--- src/rtl/div_result_bcd.sv ---
// div_result_bcd: signed word to sign + packed BCD via sequential double-dabble, one bit per clock.
// Optional LEADING_ZERO_BLANK_EN replaces leading-zero digits (except the ones digit) with 4'hF.
module div_result_bcd #(
    parameter int WIDTH  = 16,
    parameter int DIGITS = 5
) (
    input  logic                  sys_clk,
    input  logic                  sys_rst,
    input  logic [WIDTH-1:0]      in_data,
    input  logic                  in_valid,
    output logic                  in_ready,
    output logic                  out_sign,
    output logic [4*DIGITS-1:0]   out_bcd,
    output logic                  out_valid,
    input  logic                  out_ready,
    output logic                  busy
);
    localparam int CW = $clog2(WIDTH);
    typedef enum logic [1:0] {IDLE, CONV, DONE} state_t;
    state_t state, state_nx;
    logic [CW-1:0] cnt;
    logic [WIDTH-1:0] mag;
    logic [4*DIGITS-1:0] acc, adj, disp;
    logic sign;
    always_comb begin
        state_nx = state;
        case (state)
            IDLE: state_nx = in_valid ? CONV : IDLE;
            CONV: state_nx = (cnt == CW'(WIDTH-1)) ? DONE : CONV;
            DONE: state_nx = (out_valid && out_ready) ? IDLE : DONE;
            default: state_nx = IDLE;
        endcase
        in_ready = (state == IDLE);
        busy = (state != IDLE);
    end
    for (genvar d = 0; d < DIGITS; d++) begin : g_adj
        assign adj[4*d+:4] = (acc[4*d+:4] >= 4'd5) ? acc[4*d+:4] + 4'd3 : acc[4*d+:4];
    end
`ifdef LEADING_ZERO_BLANK_EN
    logic lead;
    always_comb begin
        lead = 1'b1;
        disp = acc;
        for (int i = DIGITS-1; i > 0; i--) begin
            lead = lead && (acc[4*i+:4] == 4'd0);
            if (lead) disp[4*i+:4] = 4'hF;
        end
    end
`else
    assign disp = acc;
`endif
    // The first DONE cycle registers the result; out_valid rises with it.
    always_ff @(posedge sys_clk) begin
        if (sys_rst) begin
            state     <= IDLE;
            cnt       <= '0;
            mag       <= '0;
            acc       <= '0;
            sign      <= 1'b0;
            out_sign  <= 1'b0;
            out_bcd   <= '0;
            out_valid <= 1'b0;
        end else begin
            state <= state_nx;
            case (state)
                IDLE: if (in_valid) begin
                    sign <= in_data[WIDTH-1];
                    mag  <= in_data[WIDTH-1] ? -in_data : in_data;
                    acc  <= '0;
                    cnt  <= '0;
                end
                CONV: begin
                    {acc, mag} <= {adj, mag} << 1;
                    cnt <= cnt + CW'(1);
                end
                DONE: if (!out_valid) begin
                    out_valid <= 1'b1;
                    out_bcd   <= disp;
                    out_sign  <= sign;
                end else if (out_ready) begin
                    out_valid <= 1'b0;
                end
                default: ;
            endcase
        end
    end
endmodule
--- config.mk ---
export PLATFORM = sky130hd
export DESIGN_NAME = div_result_bcd
export DESIGN_NICKNAME = d
export VERILOG_FILES = /design/src/rtl/div_result_bcd.sv
export SDC_FILE = /design/constraint.sdc
export NUM_CORES = 1
export LEC_CHECK = 0
export BUFFER_PORTS_ARGS = -buffer_cell sky130_fd_sc_hd__buf_2
export CAP_MARGIN = 25
export CORE_ASPECT_RATIO = 0.9
export CORE_MARGIN = 5
export CORE_UTILIZATION = 50
export CTS_BUF_LIST = sky130_fd_sc_hd__clkbuf_16
export DETAILED_ROUTE_END_ITERATION = 8
export MAX_ROUTING_LAYER = met4
export PLACE_DENSITY = 0.68
export SLEW_MARGIN = 20
export SYNTH_ARGS = -nofsm -noshare
export SYNTH_HDL_FRONTEND = slang
export SYNTH_SLANG_ARGS = --single-unit
--- constraint.sdc ---
create_clock -name sys_clk -period 3.5 [get_ports sys_clk]
set_clock_uncertainty 0.15 [all_clocks]
set_input_delay 0.7 -clock sys_clk [delete_from_list [all_inputs] [get_ports sys_clk]]
set_output_delay 0.7 -clock sys_clk [all_outputs]
set_load 0.1 [all_outputs]
==> results.toml, run 1 <==
[grt]
grt_antenna_before_repair = 0
grt_pass1_wl_mm = 12.43
grt_max_degree = 33
grt_use_total = 0.1992
grt_pass1_vias = 2687
overflow = 0

[synth]
ys_seq_elements = 65
synth.area.mux_share = 0.01964
synth-simple-area-share = 0.2060
async_flop_share = 0
synth_compound_area_frac = 0.2132
synth_xor_area_frac = 0.04770
ys.flop_type = "dfxtp_1"
synth_top_area_frac = 0.4168
syn_area_per_cell_um2 = 8.369
synthTopCellsByArea = "dfxtp_1 (42%), a21oi_1 (6.9%), nand2_1 (6.6%)"
synth_edf_count = 0
ys_warn_count = 0
synth_top_family_by_area = "compound AO/OA/AOI/OAI gates"
yosys.area.top_type = "dfxtp_1"
netlist_top_cells_count = "dfxtp_1 (65), nand2_1 (55), a21oi_1 (43)"
seq_area_frac_synth = 0.4168
syn_inst = 373
synth_nets = 405
synth_fa_ha_area_frac = 0.04810
synth_most_common_cell = "dfxtp_1"
syn_area_mm2 = 0.003122
synth.distinct_cells = 41

[setup_path]
crit_chain = "buf_2 > inv_1 > ha_1 > or4b_2 > or4_4 > a2111oi_2 > a211o_1"
path_buf_inv = 2
cpMaxStageDelayCell = "or4b_2"
critPathCaptureType = "flip-flop"
cp.required_ns = 3.62
crit_family = "simple AND/OR/NAND/NOR gates"
worstPathArrival_ns = 2.58
worstSetupPathType = "in2reg"
start_kind = "input port"
cp_max_fo = 3
slowest_delay_ns = 0.59

[route]
routed_via_density = 5.680
drt-pass1-iter-count = 4
wirelength_mm = 7.224
drc = 0
vias = 2772
post_drt_wl_per_cell_um = 14.80
drt_iter0_markers = 181
ant_nets = 0

[place]
gp_congestion = 0.8137
placed_cell_area_mm2 = 0.003400
portBuffers = 43
dp_hpwl_mm = 4.999

[cts]
postCtsHoldBufs = 0
clkSlewWorstSetupHoldPaths_ns = 0.06
cts_resized = 0
cts-root-buf = "clkbuf_16"
cts-htree-levels = 3
postCtsSetupBuffers = 0
clockBufferDepth = 2
insertion_delay_ns = 0.33
numCtsBuffers = 9
cts_tree = "done"
cts_sinks = 65

[final_layout]
drive_gt1_frac = 0.1803
design_area_mm2 = 0.003766
n_fill_cell = 540
syn2layout_area_growth_pct = 20.64
nets = 443
antenna_cells = 0

[floorplan]
die_y_um = 84.96
placeableCoreArea_mm2 = 0.006081
die_area_mm2 = 0.007926
io_pins = 44
num_rows = 27
start_util = 0.5134
fp.dieW_um = 93.29

[sta]
fin_crit_ns = 2.455
period_share = 0.7013
max_slew.worst_pin.slew_ns = 0.7843
slew_viol_final = 0
max_freq_mhz = 407.4
finalHoldViolations = 0
rsz0062_at_grt = "no"
relSlewSlack = 0.4771
tns_ns = 0
setup_viol = 0

[power]
powerDensity_mw_per_mm2 = 533.8
leakagePower_uw = 0.001476
ir_drop_mv = 0.3608

[min_path]
worstHoldPathType = "reg2reg"

[status]
status = "completed"

[flow_run]
drv_cap = 0
-- report_power, final --
group / total (µW) / switching, µW / internal (µW)
Clock: 1090 / 321 / 768
Sequential: 770 / 11.6 / 758
Combinational: 152 / 102 / 49.1
-- worst register-to-register path, stage by stage, from the launching register on --
cell      delay [ns]
dfxtp_1         0.43
nand2b_1        0.28
buf_4           0.29
nor2_1          0.57
a22o_1          0.24
-- registers in the layout, indices dropped and copies added, names as in the netlist --
name / cells
acc: 20
cnt: 4
mag: 16
out_bcd: 20
out_sign: 1
out_valid: 1
sign: 1
state: 2
-- per-stage QoR --
stage | instances | worst slack (ns) | util | hold slack (ns) | power (µW)
global placement | 472 | 0.7629 | 0.5591 | 0.2897 | 933.3
detailed placement | 472 | 0.7120 | 0.5591 | 0.2930 | 935.4
global route | 488 | 0.9634 | 0.6193 | 0.3226 | 2081
floorplan | 373 | 0.09607 | - | 0.2822 | 883.5
finish | 488 | 1.045 | 0.6193 | 0.2970 | 2011
CTS | 488 | 1.040 | 0.6193 | 0.3003 | 2024
-- cell families after synthesis --
kind of cell,Yosys count
buffers and inverters,40
xor gates and xnor gates,17
DFF,65
muxes,6
adders and majority gates,12
AOI/OAI and AO/OA,104
and+or+nand+nor,129
-- worst paths after layout --
check,start,end,slack (ns),cells after the start
max,in_data[0],mag[14],1.05,7
min,out_bcd[15],out_bcd[15],0.30,2
max reg2reg,state[0],acc[6],1.47,4
min reg2reg,out_bcd[15],out_bcd[15],0.30,2
-- layout by cell type, fill, tap and decap left out, drive strengths merged, types with 4 or more instances in the layout --
cell | Yosys | routed
xnor2 | 6 | 6
ha | 12 | 12
buf | 2 | 52
xor2 | 11 | 11
nand2b | 10 | 10
nand3 | 16 | 16
bufinv | 0 | 4
o41ai | 4 | 4
mux2i | 5 | 5
or4 | 5 | 5
or3 | 10 | 10
nor2 | 12 | 12
dfxtp | 65 | 65
o21ai | 15 | 15
inv | 15 | 16
nor3 | 6 | 6
nand2 | 55 | 55
a22oi | 11 | 11
a21oi | 43 | 43
o22ai | 6 | 6
a22o | 10 | 10
clkbuf | 23 | 9
-- area by class of cell --
| cell class | count | area, µm² | area share |
|---|---|---|---|
| multi-input cells | 268 | 1669 | 0.4432 |
| well taps | 72 | 90.09 | 0.02392 |
| repair buffers | 52 | 282.8 | 0.07508 |
| clock buffers | 9 | 225.2 | 0.05980 |
| flip-flops and latches | 65 | 1301 | 0.3455 |
| clock inverters | 7 | 141.4 | 0.03754 |
| inverters | 15 | 56.30 | 0.01495 |
-- metal layers --
metal | part of all wire | GRT usage | vias up
met1 | 0.48 | 0.2437 | 1306
met5 | 0 | - | -
met4 | 0.011 | 0.07057 | 0
met3 | 0.041 | 0.04787 | 7
met2 | 0.47 | 0.3201 | 51
li1 | - | - | 1408
Power figures use the tool's default switching activity.
==> inputs of run 2 (changes only) <==
--- a/config.mk
+++ b/config.mk
@@ -5,6 +5,7 @@
 export SDC_FILE = /design/constraint.sdc
 export NUM_CORES = 1
 export LEC_CHECK = 0
+export ABC_AREA = 1
 export BUFFER_PORTS_ARGS = -buffer_cell sky130_fd_sc_hd__buf_2
 export CAP_MARGIN = 25
 export CORE_ASPECT_RATIO = 0.9
@@ -13,7 +14,7 @@
 export CTS_BUF_LIST = sky130_fd_sc_hd__clkbuf_16
 export DETAILED_ROUTE_END_ITERATION = 8
 export MAX_ROUTING_LAYER = met4
-export PLACE_DENSITY = 0.68
+export PLACE_DENSITY = 0.7
 export SLEW_MARGIN = 20
 export SYNTH_ARGS = -nofsm -noshare
 export SYNTH_HDL_FRONTEND = slang
==> constraint.sdc (replaced) <==
create_clock -name sys_clk -period 2.2 [get_ports sys_clk]
set_clock_uncertainty 0.15 [all_clocks]
set_input_delay 0.44 -clock sys_clk [delete_from_list [all_inputs] [get_ports sys_clk]]
set_output_delay 0.44 -clock sys_clk [all_outputs]
set_load 0.1 [all_outputs]
==> run 2 against run 1 <==
Count of clock-buffer cells in the layout unchanged. Utilization decreased by 2.8 points. Sequential share of layout area decreased by 0.79 points. Via count increased by 11%. Die area increased by 5.0%. Critical path depth decreased by 4. Combinational power increased by 77%. Sequential power increased by 60%. Design area increased by 2.3%. Largest power group unchanged. Highest routed layer unchanged.
==> results.toml, run 2 <==
[power]
ir_drop_mv = 0.5025
powerDensity_mw_per_mm2 = 739.7
leakagePower_uw = 0.001530

[sta]
period_share = 0.8436
finalHoldViolations = 0
rsz0062_at_grt = "no"
fin_crit_ns = 1.856
slew_viol_final = 0
max_slew.worst_pin.slew_ns = 0.6915
relSlewSlack = 0.5379
max_freq_mhz = 538.8
setup_viol = 0
tns_ns = 0

[synth]
yosys.area.top_type = "dfxtp_1"
ys_seq_elements = 65
synth_top_area_frac = 0.3944
async_flop_share = 0
syn_inst = 467
syn_area_per_cell_um2 = 7.065
syn_area_mm2 = 0.003299
synthTopCellsByArea = "dfxtp_1 (39%), nand2_1 (11%), a21oi_1 (9.7%)"
seq_area_frac_synth = 0.3944
netlist_top_cells_count = "nand2_1 (99), dfxtp_1 (65), a21oi_1 (64)"
synth_edf_count = 0
synth.distinct_cells = 30
ys.flop_type = "dfxtp_1"
synth_most_common_cell = "nand2_1"
synth_nets = 499
ys_warn_count = 0

[setup_path]
crit_chain = "nor2_4 > inv_1 > buf_2"
crit_family = "buffers and inverters"
slowest_delay_ns = 0.42
worstPathArrival_ns = 1.27
start_kind = "flip-flop"
worstSetupPathType = "reg2out"
critPathCaptureType = "primary output"
path_buf_inv = 2
cp.required_ns = 1.61
cpMaxStageDelayCell = "dfxtp_1"
cp_max_fo = 4

[cts]
cts-htree-levels = 3
insertion_delay_ns = 0.32
cts_sinks = 65
cts_resized = 0
numCtsBuffers = 9
clkSlewWorstSetupHoldPaths_ns = 0.05
postCtsHoldBufs = 0
postCtsSetupBuffers = 0
cts_tree = "done"
cts-root-buf = "clkbuf_16"
clockBufferDepth = 2

[place]
portBuffers = 43
dp_cells = 586
gp_congestion = 0.8790
dp_hpwl_mm = 5.212

[grt]
overflow = 0
grt_use_total = 0.1964
grt_pass1_vias = 2818
grt_pass1_wl_mm = 12.62
grt_max_degree = 36
grt_antenna_before_repair = 0

[floorplan]
placeableCoreArea_mm2 = 0.006516
die_y_um = 87.07
die_area_mm2 = 0.008326
fp.dieW_um = 95.63
start_util = 0.5063
num_rows = 28
io_pins = 44

[route]
drt_iter0_markers = 177
drc = 0
post_drt_wl_per_cell_um = 12.36
ant_nets = 0
drt-pass1-iter-count = 4
vias = 3081
routed_via_density = 5.118
wirelength_mm = 7.439

[status]
status = "completed"

[final_layout]
antenna_cells = 0
final_cell_mix = "nand2_1 (99), dfxtp_1 (65), a21oi_1 (64)"
syn2layout_area_growth_pct = 16.80
drive_gt1_frac = 0.1465
finalCoreUtilization = 0.5914
nets = 539
largest_registers = "acc x20, out_bcd x20, mag x16"
final_common_cell = "nand2_1"
layoutNonFillerInstCount = 602

[min_path]
worstHoldPathType = "in2reg"

[flow_run]
drv_cap = 0
run 2: cell types whose count changed in the layout (fill, tap and decap cells not counted), moves of 10 or more:
| cell | delta |
|---|---|
| a21oi_1 | +21 |
| a22o_1 | -10 |
| inv_1 | +36 |
| nand2_1 | +44 |
| nand2b_1 | -10 |
| nand3_1 | +39 |
| nor2_1 | +15 |
| o21ai_0 | +14 |
| or3_1 | -10 |
run 2: per-layer routing:
metal,part of all wire,track usage,up-vias
li1,-,-,1632
met1,0.49,0.2550,1379
met2,0.46,0.3043,62
met3,0.051,0.04927,8
met4,0.0079,0.05426,0
met5,0,-,-
run 2: final cells by class:
type	instances	area (µm²)
multi-input combinational	325	1664
sequential	65	1301
inverter	53	198.9
clock buffer	9	225.2
timing repair buffer	53	290.3
fill	638	2663
clock inverter	7	61.31
tap	90	112.6
run 2: final timing paths:
kind                            slack (ns)  cells after the start           to         from
worst min register to register        0.31                      2  out_bcd[18]  out_bcd[18]
worst min-delay path                  0.25                      3       mag[0]   in_data[0]
worst max-delay path                  0.34                      3         busy     state[0]
worst max register to register        0.55                      9      acc[12]       acc[8]
run 2: power breakdown:
group | internal (µW) | switching (µW)
logic | 86.4 | 183
clock network | 861 | 493
registers | 1210 | 18.6
run 2: kinds of logic (layout without fill, tap and decap cells):
group	count (synthesis)	after routing	share of synthesized area
and+or+nand+nor	196	196	0.2582
AOI/OAI and AO/OA	112	112	0.1873
buffers and inverters	77	122	0.1012
DFF	65	65	0.3944
adders and majority gates	12	12	0.04551
xor gates and xnor gates	5	5	0.01327
run 2: worst min-delay path, stage by stage:
cell     delay [ns]
buf_2          0.10
nand2_1        0.07
a21oi_1        0.06
run 2: metrics by stage:
stage               instance area (µm²)  total power [µW]  hold WS (ns)  setup WS [ns]
floorplan                          3299              1456        0.2890         0.1534
global placement                   3567              1518        0.2967         0.4729
detailed placement                 3567              1521        0.3015         0.4490
CTS                                3854              2881        0.2379         0.3346
global route                       3854              2962        0.2734         0.2843
finish                             3854              2851        0.2457         0.3441
==> inputs of run 3 (changes only) <==
==> constraint.sdc (replaced) <==
create_clock -name sys_clk -period 1.7 [get_ports sys_clk]
set_clock_uncertainty 0.15 [all_clocks]
set_input_delay 0.34 -clock sys_clk [delete_from_list [all_inputs] [get_ports sys_clk]]
set_output_delay 0.34 -clock sys_clk [all_outputs]
set_load 0.1 [all_outputs]
==> run 3 against run 2 <==
Design area grew 4.9%. Via count grew 2.6%. Non-clock buffer count grew 7. Flip-flop and latch count is the same. Utilization grew 2.9 points. Clock power grew 13%. First-iteration DRC count grew 7.9%. Cell count grew 0.66%. Combinational power grew 55%. Critical endpoint unchanged. Largest power group is now sequential cells.
==> results.toml, run 3 (synthesis results as in run 2) <==
[status]
status = "completed"

[setup_path]
worstPathArrival_ns = 1.11
start_kind = "flip-flop"
cp.required_ns = 1.21
cp_max_fo = 3
timing.rr.start = "state[0]"
r2r_end = "cnt[2]"
cp-startpoint = "state[1]"
worst-r2r-cell-count = 7
critPathCaptureType = "primary output"
endpoint = "busy"
worstSetupPathType = "reg2out"
reg2reg_slack_ns = 0.13

[place]
dp_cells = 593
gp_congestion = 0.7880
dp_hpwl_mm = 5.329
dpl_worst_slack_ns = -0.01853
portBuffers = 43
placed_cell_area_mm2 = 0.003781

[final_layout]
final_cell_mix = "nand2_1 (89), a21oi_1 (59), dfxtp_1 (59)"
design_area_mm2 = 0.004041
antenna_cells = 0
drive_gt1_frac = 0.2151
finalCoreUtilization = 0.6202
final_common_cell = "nand2_1"
layoutNonFillerInstCount = 606
nets = 546
syn2layout_area_growth_pct = 22.49
largest_registers = "acc x20, out_bcd x20, mag x16"

[grt]
grt_antenna_before_repair = 0
grt_use_total = 0.2061
grt_pass1_wl_mm = 13.23
grt_max_degree = 32
grt_pass1_vias = 2985
overflow = 0

[route]
drt-pass1-iter-count = 5
ant_nets = 0
drt_iter0_markers = 191
vias = 3162
post_drt_wl_per_cell_um = 12.67
drc = 0
routed_via_density = 5.218
wirelength_mm = 7.677

[sta]
relSlewSlack = 0.6764
setup_ws_ns = 0.1046
period_share = 0.9385
setup_viol = 0
max_slew.worst_pin.slew_ns = 0.4888
finalHoldViolations = 0
slew_viol_final = 0
max_freq_mhz = 626.8
fin_crit_ns = 1.595

[power]
combPwrFrac = 0.118
ir_drop_mv = 0.5768
p_seq_frac = 0.451
power_switching_uw = 878.7
powerDensity_mw_per_mm2 = 875.0
sw_frac_of_total = 0.2485
p_int_uw = 2658
clkPwrFrac = 0.431
leakagePower_uw = 0.001594

[floorplan]
die_area_mm2 = 0.008326
die_y_um = 87.07
start_util = 0.5063
io_pins = 44
fp.dieW_um = 95.63
placeableCoreArea_mm2 = 0.006516
num_rows = 28

[min_path]
hp-start = "in_data[0]"
worstHoldPathType = "in2reg"

[cts]
insertion_delay_ns = 0.32
clkSlewWorstSetupHoldPaths_ns = 0.05
cts_sinks = 65
numCtsBuffers = 9
cts-htree-levels = 3
postCtsHoldBufs = 0
cts-root-buf = "clkbuf_16"
clockBufferDepth = 2
cts_tree = "done"

[flow_run]
drv_cap = 0
[run 3: changes by cell type in the layout (fill, tap and decap cells not counted), sizes merged]
cell	delta
buf	+7
clkinvlp	-2
bufinv	-1
clkinv	-1
inv	+1
[run 3: area by class of cell]
cell class,count,area [µm²]
Fill cell,598,2475
Clock buffer,9,225.2
Inverter,53,201.4
Multi-Input combinational cell,325,1768
Clock inverter,4,15.01
Tap cell,90,112.6
Sequential cell,65,1309
Timing Repair Buffer,60,410.4
[run 3: worst min-delay path by stage]
stage	to	slack, ns	cells past startpoint
2_1_floorplan	mag[0]	0.29	2
3_3_place_gp	out_bcd[6]	0.30	2
3_5_place_dp	out_bcd[7]	0.30	2
4_1_cts	mag[0]	0.13	3
5_1_grt	mag[0]	0.16	3
6_report	mag[0]	0.14	3
[run 3: power by group through the flow]
stage | registers, µW | logic [µW] | clock network (µW)
finish | 1600 | 417 | 1520
global route | 1600 | 458 | 1640
CTS | 1600 | 417 | 1560
detailed placement | 1630 | 413 | 0
global placement | 1630 | 407 | 0
floorplan | 1620 | 298 | 0
[run 3: per-layer routing]
layer,GRT usage,wire length [µm],vias up
li1,-,-,1635
met5,-,0,-
met3,0.06396,421,11
met1,0.2583,3527,1433
met2,0.3251,3644,83
met4,0.04910,84,0
[run 3: repair_timing]
item / CTS / global route
setup buffers: 0 / 0
setup endpoints to repair: 1 / 5
resized for setup: 1 / 6
[run 3: metrics by stage]
stage | power, µW | hold slack, ns | TNS (ns)
floorplan | 1919 | 0.2891 | -2.667
global placement | 2033 | 0.2969 | 0
detailed placement | 2039 | 0.3009 | -0.02206
CTS | 3573 | 0.1303 | 0
global route | 3695 | 0.1624 | -0.01197
finish | 3536 | 0.1363 | 0
[run 3: worst max-delay path, cell delays in order, from the launching register on]
cell     delay (ns)
dfxtp_2        0.33
nor2_4         0.17
inv_1          0.06
buf_4          0.23
